===== config.mk =====
export PLATFORM = sky130hd
export DESIGN_NAME = systolic_feeder
export DESIGN_NICKNAME = d
export VERILOG_FILES = /design/src/rtl/systolic_feeder.sv
export SDC_FILE = /design/constraint.sdc
export NUM_CORES = 1
export LEC_CHECK = 0
export CORE_MARGIN = 2
export CORE_UTILIZATION = 45
export DETAILED_ROUTE_END_ITERATION = 8
export MAX_ROUTING_LAYER = met4
export PLACE_DENSITY = 0.73
export SLEW_MARGIN = 20
export SYNTH_ARGS = -nofsm -noshare
export SYNTH_HDL_FRONTEND = slang
export SYNTH_SLANG_ARGS = --single-unit
export TNS_END_PERCENT = 1

===== constraint.sdc =====
create_clock -name clk -period 5.25 [get_ports clk]
set_clock_uncertainty 0.2 [all_clocks]
set_input_delay 1.575 -clock clk [delete_from_list [all_inputs] [get_ports clk]]
set_output_delay 1.575 -clock clk [all_outputs]
set_load 0.03 [all_outputs]

===== src/rtl/systolic_feeder.sv =====
// Operand sequencer for the systolic GEMM core: per-lane input skew plus tile sequencing (clear, stream, drain, done).
// Latency: a beat accepted at edge e appears on act lane r at e+1+r and on wgt lane c at e+1+c; done follows the last beat by DRAIN_CYCLES+1.
// Backpressure: operand_ready is high only while streaming; the skew pipelines never stall and fill with bubbles instead.
module systolic_feeder #(
  parameter int PE_ROWS      = 4,
  parameter int PE_COLS      = 4,
  parameter int DATA_WIDTH   = 16,
  parameter int WEIGHT_WIDTH = 8,
  parameter int K_WIDTH      = 8,
  parameter int DRAIN_CYCLES = PE_ROWS + PE_COLS + 2
) (
  input  logic                             clk,
  input  logic                             rst_n,
  input  logic                             start,
  input  logic [K_WIDTH-1:0]               k_len,
  output logic                             busy,
  output logic                             done,
  input  logic [PE_ROWS*DATA_WIDTH-1:0]    a_vec_in,
  input  logic [PE_COLS*WEIGHT_WIDTH-1:0]  w_vec_in,
  input  logic                             operand_valid,
  output logic                             operand_ready,
  output logic                             clear_accum,
  output logic [PE_ROWS*DATA_WIDTH-1:0]    act_out,
  output logic [PE_ROWS-1:0]               act_valid_out,
  output logic [PE_COLS*WEIGHT_WIDTH-1:0]  wgt_out,
  output logic [PE_COLS-1:0]               wgt_valid_out
);

  localparam int DCW = $clog2(DRAIN_CYCLES + 1);

  typedef enum logic [2:0] {
    S_IDLE,
    S_CLEAR,
    S_STREAM,
    S_DRAIN,
    S_DONE
  } state_e;

  state_e             state_q, state_d;
  logic [K_WIDTH-1:0] k_len_q, k_len_d;
  logic [K_WIDTH-1:0] beat_cnt_q, beat_cnt_d;
  logic [DCW-1:0]     drain_cnt_q, drain_cnt_d;
  logic               busy_q, done_q, clear_q;
  logic               beat_fire;

  assign operand_ready = (state_q == S_STREAM);
  assign beat_fire     = operand_valid && operand_ready;
  assign busy          = busy_q;
  assign done          = done_q;
  assign clear_accum   = clear_q;

  // Next-state logic for the tile sequencer and its beat/drain counters.
  always_comb begin
    state_d     = state_q;
    k_len_d     = k_len_q;
    beat_cnt_d  = beat_cnt_q;
    drain_cnt_d = drain_cnt_q;
    case (state_q)
      S_IDLE: begin
        if (start) begin
          state_d    = S_CLEAR;
          k_len_d    = k_len;
          beat_cnt_d = '0;
        end
      end
      S_CLEAR: begin
        drain_cnt_d = '0;
        state_d     = (k_len_q == '0) ? S_DRAIN : S_STREAM;
      end
      S_STREAM: begin
        if (beat_fire) begin
          beat_cnt_d = beat_cnt_q + K_WIDTH'(1);
          // k_len_q is non-zero here, so the subtraction cannot wrap.
          if (beat_cnt_q == k_len_q - K_WIDTH'(1)) begin
            state_d     = S_DRAIN;
            drain_cnt_d = '0;
          end
        end
      end
      S_DRAIN: begin
        if (drain_cnt_q == DCW'(DRAIN_CYCLES - 1)) begin
          state_d = S_DONE;
        end else begin
          drain_cnt_d = drain_cnt_q + DCW'(1);
        end
      end
      S_DONE: begin
        state_d = S_IDLE;
      end
      default: begin
        state_d = S_IDLE;
      end
    endcase
  end

  // State, counters and registered state decodes (outputs track the state being entered).
  always_ff @(posedge clk) begin
    if (!rst_n) begin
      state_q     <= S_IDLE;
      k_len_q     <= '0;
      beat_cnt_q  <= '0;
      drain_cnt_q <= '0;
      busy_q      <= 1'b0;
      done_q      <= 1'b0;
      clear_q     <= 1'b0;
    end else begin
      state_q     <= state_d;
      k_len_q     <= k_len_d;
      beat_cnt_q  <= beat_cnt_d;
      drain_cnt_q <= drain_cnt_d;
      busy_q      <= (state_d != S_IDLE);
      done_q      <= (state_d == S_DONE);
      clear_q     <= (state_d == S_CLEAR);
    end
  end

  // Activation skew: lane r runs through r+1 stages; bubbles carry zero data.
  for (genvar r = 0; r < PE_ROWS; r++) begin : g_act
    logic [DATA_WIDTH-1:0] dat_q [r+1];
    logic                  vld_q [r+1];

    // Shift the lane every cycle, loading stage 0 with the beat or a bubble.
    always_ff @(posedge clk) begin
      if (!rst_n) begin
        for (int s = 0; s <= r; s++) begin
          dat_q[s] <= '0;
          vld_q[s] <= 1'b0;
        end
      end else begin
        dat_q[0] <= beat_fire ? a_vec_in[r*DATA_WIDTH +: DATA_WIDTH] : '0;
        vld_q[0] <= beat_fire;
        for (int s = 1; s <= r; s++) begin
          dat_q[s] <= dat_q[s-1];
          vld_q[s] <= vld_q[s-1];
        end
      end
    end

    assign act_out[r*DATA_WIDTH +: DATA_WIDTH] = dat_q[r];
    assign act_valid_out[r]                    = vld_q[r];
  end

  // Weight skew: lane c runs through c+1 stages, matching the activation skew.
  for (genvar c = 0; c < PE_COLS; c++) begin : g_wgt
    logic [WEIGHT_WIDTH-1:0] dat_q [c+1];
    logic                    vld_q [c+1];

    // Shift the lane every cycle, loading stage 0 with the beat or a bubble.
    always_ff @(posedge clk) begin
      if (!rst_n) begin
        for (int s = 0; s <= c; s++) begin
          dat_q[s] <= '0;
          vld_q[s] <= 1'b0;
        end
      end else begin
        dat_q[0] <= beat_fire ? w_vec_in[c*WEIGHT_WIDTH +: WEIGHT_WIDTH] : '0;
        vld_q[0] <= beat_fire;
        for (int s = 1; s <= c; s++) begin
          dat_q[s] <= dat_q[s-1];
          vld_q[s] <= vld_q[s-1];
        end
      end
    end

    assign wgt_out[c*WEIGHT_WIDTH +: WEIGHT_WIDTH] = dat_q[c];
    assign wgt_valid_out[c]                        = vld_q[c];
  end

endmodule


==> impl_metrics.csv, run 1 <==
group,metric,value,unit
status,status,"finished clean",
sta,relSlewSlack,0.4695,
sta,final_max_slew_viol_count,0,
job,drv_cap,0,
die,die_area,0.02020,mm²
final_layout,final_common_cell,"dfxtp_1",
power,p_int,3.418,mW
die,die_w,142.1,µm
placement,dp_hpwl,10110,µm
power,clockPowerShare,0.442,
final_layout,layout_common_cells,"278 x dfxtp_1, 250 x and2_1, 214 x clkdlybuf4s50_1",
placement,gp_congestion,0.7861,
worst_setup_path,required,3.48,ns
synthesis,ys_seq_area_frac,0.6484,
power,p_sw_frac,0.2043,
synthesis,yosys_warnings,0,
routing,initialDrtViolationCount,164,
worst_setup_path,critPathMaxFanout,8,
synthesis,syn_area,0.008583,mm²
synthesis,synth_cell_types,44,
clock_tree,ctsLongestPathBuffers,3,
worst_setup_path,crit_type,"register to output port",
clock_tree,post_cts_resized,0,
die,io_pins,216,
sta,tightest_slew,0.7958,ns
routing,vias,5044,
sta,timing.fmax,244.2,MHz
routing,drc,0,
clock_tree,numCtsBuffers,27,
routing,wire_per_inst,13.00,µm
sta,period_needed,4.094,ns
sta,finalSetupViolCount,0,
worst_setup_path,arrival,2.32,ns
clock_tree,clk_latency,0.52,ns
sta,period_share,0.7799,
worst_setup_path,startpoint_type,"register",
sta,tns,0,ns
routing,drtPass1Iterations,4,
worst_setup_path,crit_chain,"nor2b_1 -> and2_1 -> clkdlybuf4s50_1",
sta,holdWs,0.2251,ns
placement,io_buffers,215,
synthesis,avgSynthCellArea,11.35,µm²
synthesis,synth_cells,756,
grt,grt_start_max_net_pins,111,
worst_setup_path,max_stage_delay,0.70,ns
die,fp.dieH,142.1,µm
clock_tree,cts.sinks,278,
final_layout,diodes,0,
worst_hold_path,hp-class,"register to register",
clock_tree,cts_tree,"done",
sta,rsz0062_at_grt,"false",
final_layout,final_cells,1159,
grt,grt_usage,0.1503,
placement,pre_cts_ws,1.321,ns
die,coreArea,0.01871,mm²
power,powerDensity,379.2,mW/mm²
die,rows,50,
final_layout,layout.nets,1018,
grt,overflow,0,
power,p_comb_frac,0.055,
synthesis,synth_nets,868,
synthesis,ys_async_sr_fraction,0,
routing,antenna_left,0,
grt,grt_pass1_vias,4756,
placement,dp.cells,1111,
clock_tree,cts.clk_slew.worst_paths,0.06,ns
clock_tree,holdBufCountCts,0,
sta,finalHoldViolations,0,
synthesis,synth_enable_flop_cells,0,
clock_tree,cts_root_buf,"clkbuf_16",
synthesis,synth_ff_type,"dfxtp_1",
power,ir_worst_vdd,0.2182,mV
final_layout,layout-drive-gt1-share,0.05946,
clock_tree,post_cts_buffers,0,
grt,antenna_found_initial,0,
routing,vias_per_cell,4.352,
clock_tree,cts-htree-levels,1,
synthesis,ys_ff_latch,278,
routing,drt-total-wl,15060,µm
power,p_seq_frac,0.503,
power,switchingPower,0.8774,mW
final_layout,areaGrowthSynthToFinish,31.95,%
worst_setup_path,cp-end-kind,"output port",
worst_setup_path,crit_path_top_delay_cell,"clkdlybuf4s50_1",
sta,setup_slack,1.156,ns
power,p_leak,4.503,nW
grt,grt_pass1_wl,23580,µm
die,start_util,0.4589,
-- through the flow --
stage	instance area [µm²]	util	total power, mW
2_1_floorplan	8583	-	2.330
3_3_place_gp	10430	0.5575	2.441
4_1_cts	11320	0.6052	4.349
5_1_grt	11330	0.6055	4.453
6_report	11330	0.6055	4.295
3_5_place_dp	10430	0.5575	2.445
-- final cells by class --
type / instances / area [µm²]
Multi-Input combinational cell: 375 / 2381
Fill cell: 1535 / 7380
Sequential cell: 278 / 5565
Clock buffer: 41 / 798.3
Tap cell: 234 / 292.8
Clock inverter: 7 / 93.84
Timing Repair Buffer: 218 / 2172
Inverter: 6 / 22.52
-- layer usage --
layer	vias up	track usage	routed length (µm)	share of wire
met3	30	0.04172	1108	0.074
met1	2259	0.1727	6337	0.42
met4	0	0.05316	403	0.027
li1	2589	-	-	-
met5	-	-	0	0
met2	166	0.2527	7213	0.48
-- state kept, by name, summed over array words and instances (netlist names) --
signal       cells
beat_cnt_q       8
busy             1
clear_accum      1
done             1
drain_cnt_q      4
g_act.dat_q    160
g_act.vld_q      7
g_wgt.dat_q     80
g_wgt.vld_q      5
k_len_q          8
state_q          3
-- cell usage after synthesis, drive strengths merged (3+ instances only) --
cell type / instances / area share
nor4b: 3 / 0.0031
ha: 4 / 0.0058
and2: 250 / 0.18
a21oi: 12 / 0.0070
inv: 6 / 0.0026
o21ai: 3 / 0.0017
xor2: 8 / 0.0082
a31oi: 3 / 0.0022
nor2: 21 / 0.0092
nand3: 9 / 0.0052
clkbuf: 30 / 0.013
xnor2: 8 / 0.0082
dfxtp: 278 / 0.65
nand2: 20 / 0.0087
nor3: 4 / 0.0023
nand4: 4 / 0.0029
buf: 66 / 0.059
-- cells by family after synthesis --
family                   count (synthesis)  share of synthesized area
adder cells (fa/ha/maj)                  4                   0.005831
AND/OR/NAND/NOR                        325                     0.2293
buffers and inverters                  103                    0.07580
flip-flops                             278                     0.6484
XOR/XNOR                                16                    0.01633
AO/OA/AOI/OAI                           29                    0.02303
multiplexers                             1                   0.001312
-- power groups by stage --
stage | combinational, mW | sequential (mW) | clock, mW
after floorplan | 0.119 | 2.21 | 0
after global placement | 0.236 | 2.21 | 0
after detailed placement | 0.239 | 2.21 | 0
after CTS | 0.240 | 2.16 | 1.95
after global routing | 0.260 | 2.16 | 2.03
final | 0.237 | 2.16 | 1.90
-- worst paths after layout --
path	depth (start not counted)	to	startpoint	slack [ns]
max	3	operand_ready	state_q[1]	1.16
min	1	g_wgt[2].dat_q[0][19]	g_wgt[2].dat_q[0][11]	0.23
max reg2reg	6	drain_cnt_q[3]	k_len_q[0]	2.72
min reg2reg	1	g_wgt[2].dat_q[0][19]	g_wgt[2].dat_q[0][11]	0.23
-- critical path, delay by kind of cell, from the launching register on --
family | cells | cell delay, ns
DFF | 1 | 0.50
buffers and inverters | 1 | 0.70
and+or+nand+nor | 2 | 0.60
(Power assumes the default switching activity.)
==> run 2: changes to the inputs <==
- clock period: 5.25 -> 3.88 ns (I/O delays scaled with it)
==> run 2 against run 1 <==
Count of clock-buffer cells in the layout down 6. Final cell count up 0.78%. Sequential share of layout area down 1.0 points. Clock power up 57%. Sequential power up 35%. Non-clock buffer count up 6.
==> impl_metrics.csv, run 2 (synthesis gave the netlist of run 1 again) <==
group,metric,value,unit
status,status,"finished clean",
grt,grt_start_max_net_pins,95,
clock_tree,cts_tree,"done",
worst_hold_path,hp-class,"register to register",
die,die_area,0.02020,mm²
routing,antenna_left,0,
die,rows,50,
die,fp.dieH,142.1,µm
clock_tree,holdBufCountCts,0,
placement,io_buffers,215,
worst_setup_path,crit_type,"register to output port",
die,die_w,142.1,µm
final_layout,largest_reg_flops,160,
power,p_leak,4.629,nW
final_layout,areaGrowthSynthToFinish,34.80,%
sta,period_needed,3.551,ns
grt,overflow,0,
worst_hold_path,hold_depth,1,
final_layout,final_common_cell,"dfxtp_1",
clock_tree,cts_root_buf,"clkbuf_16",
sta,timing.fmax,281.6,MHz
die,start_util,0.4589,
job,drv_cap,0,
clock_tree,clk_latency,0.53,ns
placement,dp.cells,1117,
final_layout,layout-drive-gt1-share,0.07388,
sta,finalSetupViolCount,0,
clock_tree,post_cts_buffers,0,
routing,initialDrtViolationCount,163,
grt,grt_pass1_wl,24090,µm
clock_tree,ctsLongestPathBuffers,3,
sta,rsz0062_at_grt,"false",
sta,relSlewSlack,0.5479,
final_layout,largest_register,"g_act.dat_q",
worst_setup_path,reg2reg_depth,6,
clock_tree,numCtsBuffers,28,
final_layout,final_cells,1168,
clock_tree,post_cts_resized,0,
power,ir_worst_vdd,0.3243,mV
clock_tree,cts-htree-levels,1,
placement,dp_hpwl,10130,µm
clock_tree,cts.sinks,278,
routing,vias,5086,
final_layout,layout.nets,1025,
worst_setup_path,critPathMaxFanout,6,
clock_tree,cts.clk_slew.worst_paths,0.06,ns
placement,gp_congestion,0.8100,
grt,antenna_found_initial,0,
worst_setup_path,startpoint_type,"register",
sta,period_share,0.9152,
final_layout,diodes,0,
sta,tightest_slew,0.6781,ns
final_layout,reg_top3,"g_act.dat_q x160, g_wgt.dat_q x80",
worst_setup_path,required,2.52,ns
grt,grt_pass1_vias,4929,
routing,drc,0,
worst_setup_path,arrival,2.19,ns
power,powerDensity,538.1,mW/mm²
routing,vias_per_cell,4.354,
grt,grt_usage,0.1529,
routing,drt-total-wl,15120,µm
final_layout,layout_common_cells,"278 x dfxtp_1, 250 x and2_1, 214 x clkdlybuf4s50_1",
die,coreArea,0.01871,mm²
worst_setup_path,cp-end-kind,"output port",
die,io_pins,216,
sta,tns,0,ns
sta,finalHoldViolations,0,
routing,wire_per_inst,12.94,µm
routing,drtPass1Iterations,6,
sta,final_max_slew_viol_count,0,
[run 2: layout make-up]
cell class | count | area, µm²
clock buffer | 35 | 787.0
timing repair buffer | 224 | 2255
clock inverter | 16 | 272.8
inverter | 6 | 22.52
sequential | 278 | 5565
multi-input combinational | 375 | 2375
tap | 234 | 292.8
fill | 1486 | 7136
[run 2: worst paths after layout]
kind / from / end / slack [ns]
worst max-delay path: state_q[2] / operand_ready / 0.33
worst max register to register: k_len_q[0] / drain_cnt_q[3] / 1.38
worst min-delay path: g_act[3].dat_q[0][11] / g_act[3].dat_q[1][11] / 0.23
worst min register to register: g_act[3].dat_q[0][11] / g_act[3].dat_q[1][11] / 0.23
[run 2: layer usage]
metal	vias to the layer above	GRT usage	routed length [µm]
met5	-	-	0
met4	0	0.05158	430
met3	29	0.03903	979
met2	164	0.2510	7224
met1	2279	0.1843	6481
li1	2614	-	-
[run 2: worst max-delay path, cell delays in order, from the launching register on]
cell	delay, ns
dfxtp_1	0.36
nor2b_1	0.31
and2_1	0.29
clkdlybuf4s50_1	0.71
[run 2: report_power, final]
group	internal, mW	switching [mW]	leakage (nW)
clock network	1.90	1.07	0.523
logic	0.188	0.143	1.86
registers	2.90	0.0210	2.24
total	4.99	1.24	4.63
[run 2: through the flow]
| step | setup slack [ns] | util | instance area [µm²] | hold WS (ns) | power (mW) |
|---|---|---|---|---|---|
| 2_1_floorplan | 1.229 | - | 8583 | 0.2057 | 3.153 |
| 3_3_place_gp | 0.5323 | 0.5619 | 10510 | 0.2123 | 3.312 |
| 3_5_place_dp | 0.5015 | 0.5619 | 10510 | 0.2169 | 3.317 |
| 4_1_cts | 0.2987 | 0.6185 | 11570 | 0.2216 | 6.295 |
| 5_1_grt | 0.2192 | 0.6185 | 11570 | 0.2378 | 6.453 |
| 6_report | 0.3290 | 0.6185 | 11570 | 0.2267 | 6.225 |
==> RTL change 1 (settings of run 2) <==
The parameter `DATA_WIDTH` goes from 16 to 20.
--- a/src/rtl/systolic_feeder.sv
+++ b/src/rtl/systolic_feeder.sv
@@ -5,5 +5,5 @@
   parameter int PE_ROWS      = 4,
   parameter int PE_COLS      = 4,
-  parameter int DATA_WIDTH   = 16,
+  parameter int DATA_WIDTH   = 20,
   parameter int WEIGHT_WIDTH = 8,
   parameter int K_WIDTH      = 8,
Interface: changed (resized a_vec_in and act_out); port bits go from 216 to 248. No check against the original RTL was run, so the function may have changed too.
==> RTL change 1 against run 2 <==
Routed wire length rose by 11%; global-route usage fell by 0.71 points; sequential cell count rose by 40; sequential power rose by 14%; total power rose by 3.1%; synthesized area rose by 14%; worst setup slack improved by 0.22 ns; cell area rose by 11%; highest routed layer unchanged.
==> RTL change 1: results (changes against run 2) <==
beginning of the worst hold path: g_act[3].dat_q[2][17] (was g_act[3].dat_q[0][11])
peak supply drop: 0.346 mV (was 0.324 mV)
wl on met1: 7.19 mm (was 6.48 mm)
CP startpoint: state_q[1] (was state_q[2])
vias in the first global route: 5182 (was 4929)
Hold Crit Endpoint: g_act[3].dat_q[3][17] (was g_act[3].dat_q[1][11])
Pre-Repair DR Iteration Count: 4 (was 6)
final hold slack: 0.226 ns (was 0.227 ns)
met2 routed WL: 7.84 mm (was 7.22 mm)
Synth Area in Compound Gates: 2.19% (was 2.30%)
# port buffers: 247 (was 215)
starting DRC count in detailed routing: 161 (was 163)
power per cell area: 500 mW/mm2 (was 538 mW/mm2)
cell count after placement: 1266 (was 1117)
Post-Synth XOR/XNOR Area: 1.26% (was 1.63%)
pre-CTS setup slack: 0.480 ns (was 0.502 ns)
post-synth net total: 980 (was 868)
Reg2Reg Setup Slack: 1.53 ns (was 1.38 ns)
Crit Path Max Fanout: 8 (was 6)
Nets: 1152 (was 1025)
Routability Congestion: 0.820 (was 0.810)
GR Util met2: 23.5% (was 25.1%)
share of layout cells above drive strength 1: 5.54% (was 7.39%)
pin count of the biggest net entering global routing: 201 (was 95)
dpl cell area: 0.0119 mm2 (was 0.0105 mm2)
top post-synthesis cells by area: dfxtp_1, and2_1, buf_4, clkbuf_1, nand2_1 (was dfxtp_1, and2_1, buf_4, clkbuf_1, nor2_1)
first-pass GRT wire length: 25.8 mm (was 24.1 mm)
Met3 Wirelength: 1.40 mm (was 979 um)
commonest cells in the netlist: dfxtp_1, and2_1, buf_4 (unchanged)
CTS buffer count: 31 (was 28)
routed len/inst: 12.7 um (was 12.9 um)
leak pwr: 5.19 nW (was 4.63 nW)
worst rel slew slack: 54.5% (was 54.8%)
sequential fraction of the synthesis area: 65.3% (was 64.8%)
Total GRT Usage: 14.6% (was 15.3%)
P_clk: 2.74 mW (was 2.98 mW)
drt via density: 4.29 (was 4.35)
WP data arrival: 1.97 ns (was 2.19 ns)
Mean Syn Cell Area: 11.4 um2 (about the same)
status: completed (unchanged)
Final period util: 85.8% (was 91.5%)
GR Util met1: 17.2% (was 18.4%)
final WL: 16.8 mm (was 15.1 mm)
## RTL change 1: cell count changes in the layout (fill, tap and decap cells not counted), moves of 9 or more
cell,before,now
and2_1,250,291
dfxtp_1,278,318
clkdlybuf4s50_1,214,246
clkbuf_1,1,11
a21boi_0,0,9
nand2_1,20,29
## RTL change 1: final cells by class
cell class                 count  area, um2
multi-input combinational    418       2640
timing repair buffer         251       2510
antenna                        1       2.50
tap                          275        344
clock buffer                  48        900
clock inverter                 8       46.3
inverter                       4       15.0
fill                        1751       8320
sequential                   318       6370
## RTL change 1: worst max-delay path by stage
stage                    end  cells past startpoint
4_1_cts        operand_ready                      2
6_report       operand_ready                      2
3_5_place_dp   beat_cnt_q[5]                      7
3_3_place_gp   beat_cnt_q[5]                      7
5_1_grt        operand_ready                      2
2_1_floorplan  beat_cnt_q[5]                      6
## RTL change 1: worst max-delay path, stage by stage, from the launching register on
cell             delay, ns
dfxtp_1               0.49
nor3b_4               0.25
clkdlybuf4s50_1       0.69
==> RTL change 2 (config.mk and constraints of run 2) <==
Without the edit above. Encoding of `state_e`: now Gray code (3 bits for 5 states).
--- a/src/rtl/systolic_feeder.sv
+++ b/src/rtl/systolic_feeder.sv
@@ -30,9 +30,9 @@
 
   typedef enum logic [2:0] {
-    S_IDLE,
-    S_CLEAR,
-    S_STREAM,
-    S_DRAIN,
-    S_DONE
+    S_IDLE   = 3'b000,
+    S_CLEAR  = 3'b001,
+    S_STREAM = 3'b011,
+    S_DRAIN  = 3'b010,
+    S_DONE   = 3'b110
   } state_e;
 
Function: same outputs for any inputs over 10 cycles, from zero or initial values and one cycle with rst_n low; not proved beyond that.
==> RTL change 2 against run 2 <==
Critical path depth unchanged; routed wire length decreased by 2.0%; synthesized area rose by 0.36%; hold slack got worse by 0.0019 ns; critical path type unchanged; highest routed layer unchanged; largest cell class unchanged; sequential power is essentially flat; total power fell by 10%; worst setup slack improved by 0.085 ns; sequential share of layout area increased by 1.1 points; critical endpoint unchanged; synthesized cell count grew 1.1%; cell area fell by 2.3%; die area is 0.35% higher; sequential cell count did not move; fmax grew 2.5%.
==> RTL change 2: results (changes against run 2) <==
Post-Synth XOR/XNOR Area: 1.63% (about the same)
Worst-Skew Late Latency: 0.51 ns (was 0.53 ns)
fin area: 0.0113 mm2 (was 0.0116 mm2)
CP startpoint: state_q[1] (was state_q[2])
final hold slack: 0.225 ns (was 0.227 ns)
vias in the first global route: 4650 (was 4929)
Synth Area in Compound Gates: 2.37% (was 2.30%)
Comb pwr share: 4.8% (was 5.3%)
worst rel slew slack: 64.6% (was 54.8%)
leak pwr: 4.54 nW (was 4.63 nW)
Crit Path Max Fanout: 9 (was 6)
Seq pwr share: 51.8% (was 46.9%)
CTS buffer count: 27 (was 28)
final non-filler cell total: 1167 (was 1168)
peak supply drop: 0.315 mV (was 0.324 mV)
Critical R2R Capture: drain_cnt_q[1] (was drain_cnt_q[3])
Reg2Reg Setup Slack: 1.59 ns (was 1.38 ns)
sw power: 1.14 mW (was 1.24 mW)
WP data arrival: 2.10 ns (was 2.19 ns)
R2R cell count: 7 (was 6)
mux contribution to synthesized area: 0% (was 0.131%)
pin count of the biggest net entering global routing: 68 (was 95)
beginning of the worst hold path: g_act[2].dat_q[0][24] (was g_act[3].dat_q[0][11])
status: completed (unchanged)
Nets: 1026 (was 1025)
pre-CTS setup slack: 0.816 ns (was 0.502 ns)
top post-synthesis cells by area: dfxtp_1, and2_1, buf_4, xor2_1, clkbuf_1 (was dfxtp_1, and2_1, buf_4, clkbuf_1, nor2_1)
first-pass GRT wire length: 23.0 mm (was 24.1 mm)
wl on met1: 6.20 mm (was 6.48 mm)
met2 routed WL: 7.45 mm (was 7.22 mm)
Synth Instances: 764 (was 756)
Routability Congestion: 0.855 (was 0.810)
sequential fraction of the synthesis area: 64.6% (was 64.8%)
Hold Crit Endpoint: g_act[2].dat_q[0][40] (was g_act[3].dat_q[1][11])
dpl cell area: 0.0105 mm2 (about the same)
-- RTL change 2: changes by cell type after synthesis, moves of 4 or more --
cell,change
and3_1,+8
buf_2,+4
clkbuf_1,-5
clkbuf_2,+4
nand2b_1,+4
nor2_1,-6
-- RTL change 2: area by class of cell --
class	instances	area share (%)
tap	234	2.59
timing repair buffer	219	19.3
inverter	6	0.199
multi-input combinational	381	21.2
clock buffer	42	7.18
sequential	278	49.2
clock inverter	7	0.332
-- RTL change 2: worst max-delay path, cell delays in order, from the launching register on --
cell and delay [ns]:
dfxtp_1 0.49, inv_1 0.16, nor2_4 0.22, clkdlybuf4s50_1 0.72
-- RTL change 2: per-layer routing --
layer | GRT usage [%] | vias to the layer above
met2 | 24.8 | 140
met5 | - | -
met1 | 17.1 | 2238
li1 | - | 2610
met4 | 5.89 | 0
met3 | 2.76 | 36
-- RTL change 2: logic make-up after synthesis --
logic type,Yosys count
fa+ha+maj,5
flops,278
xor+xnor,16
buf+inv,105
compound gates,31
simple gates,329
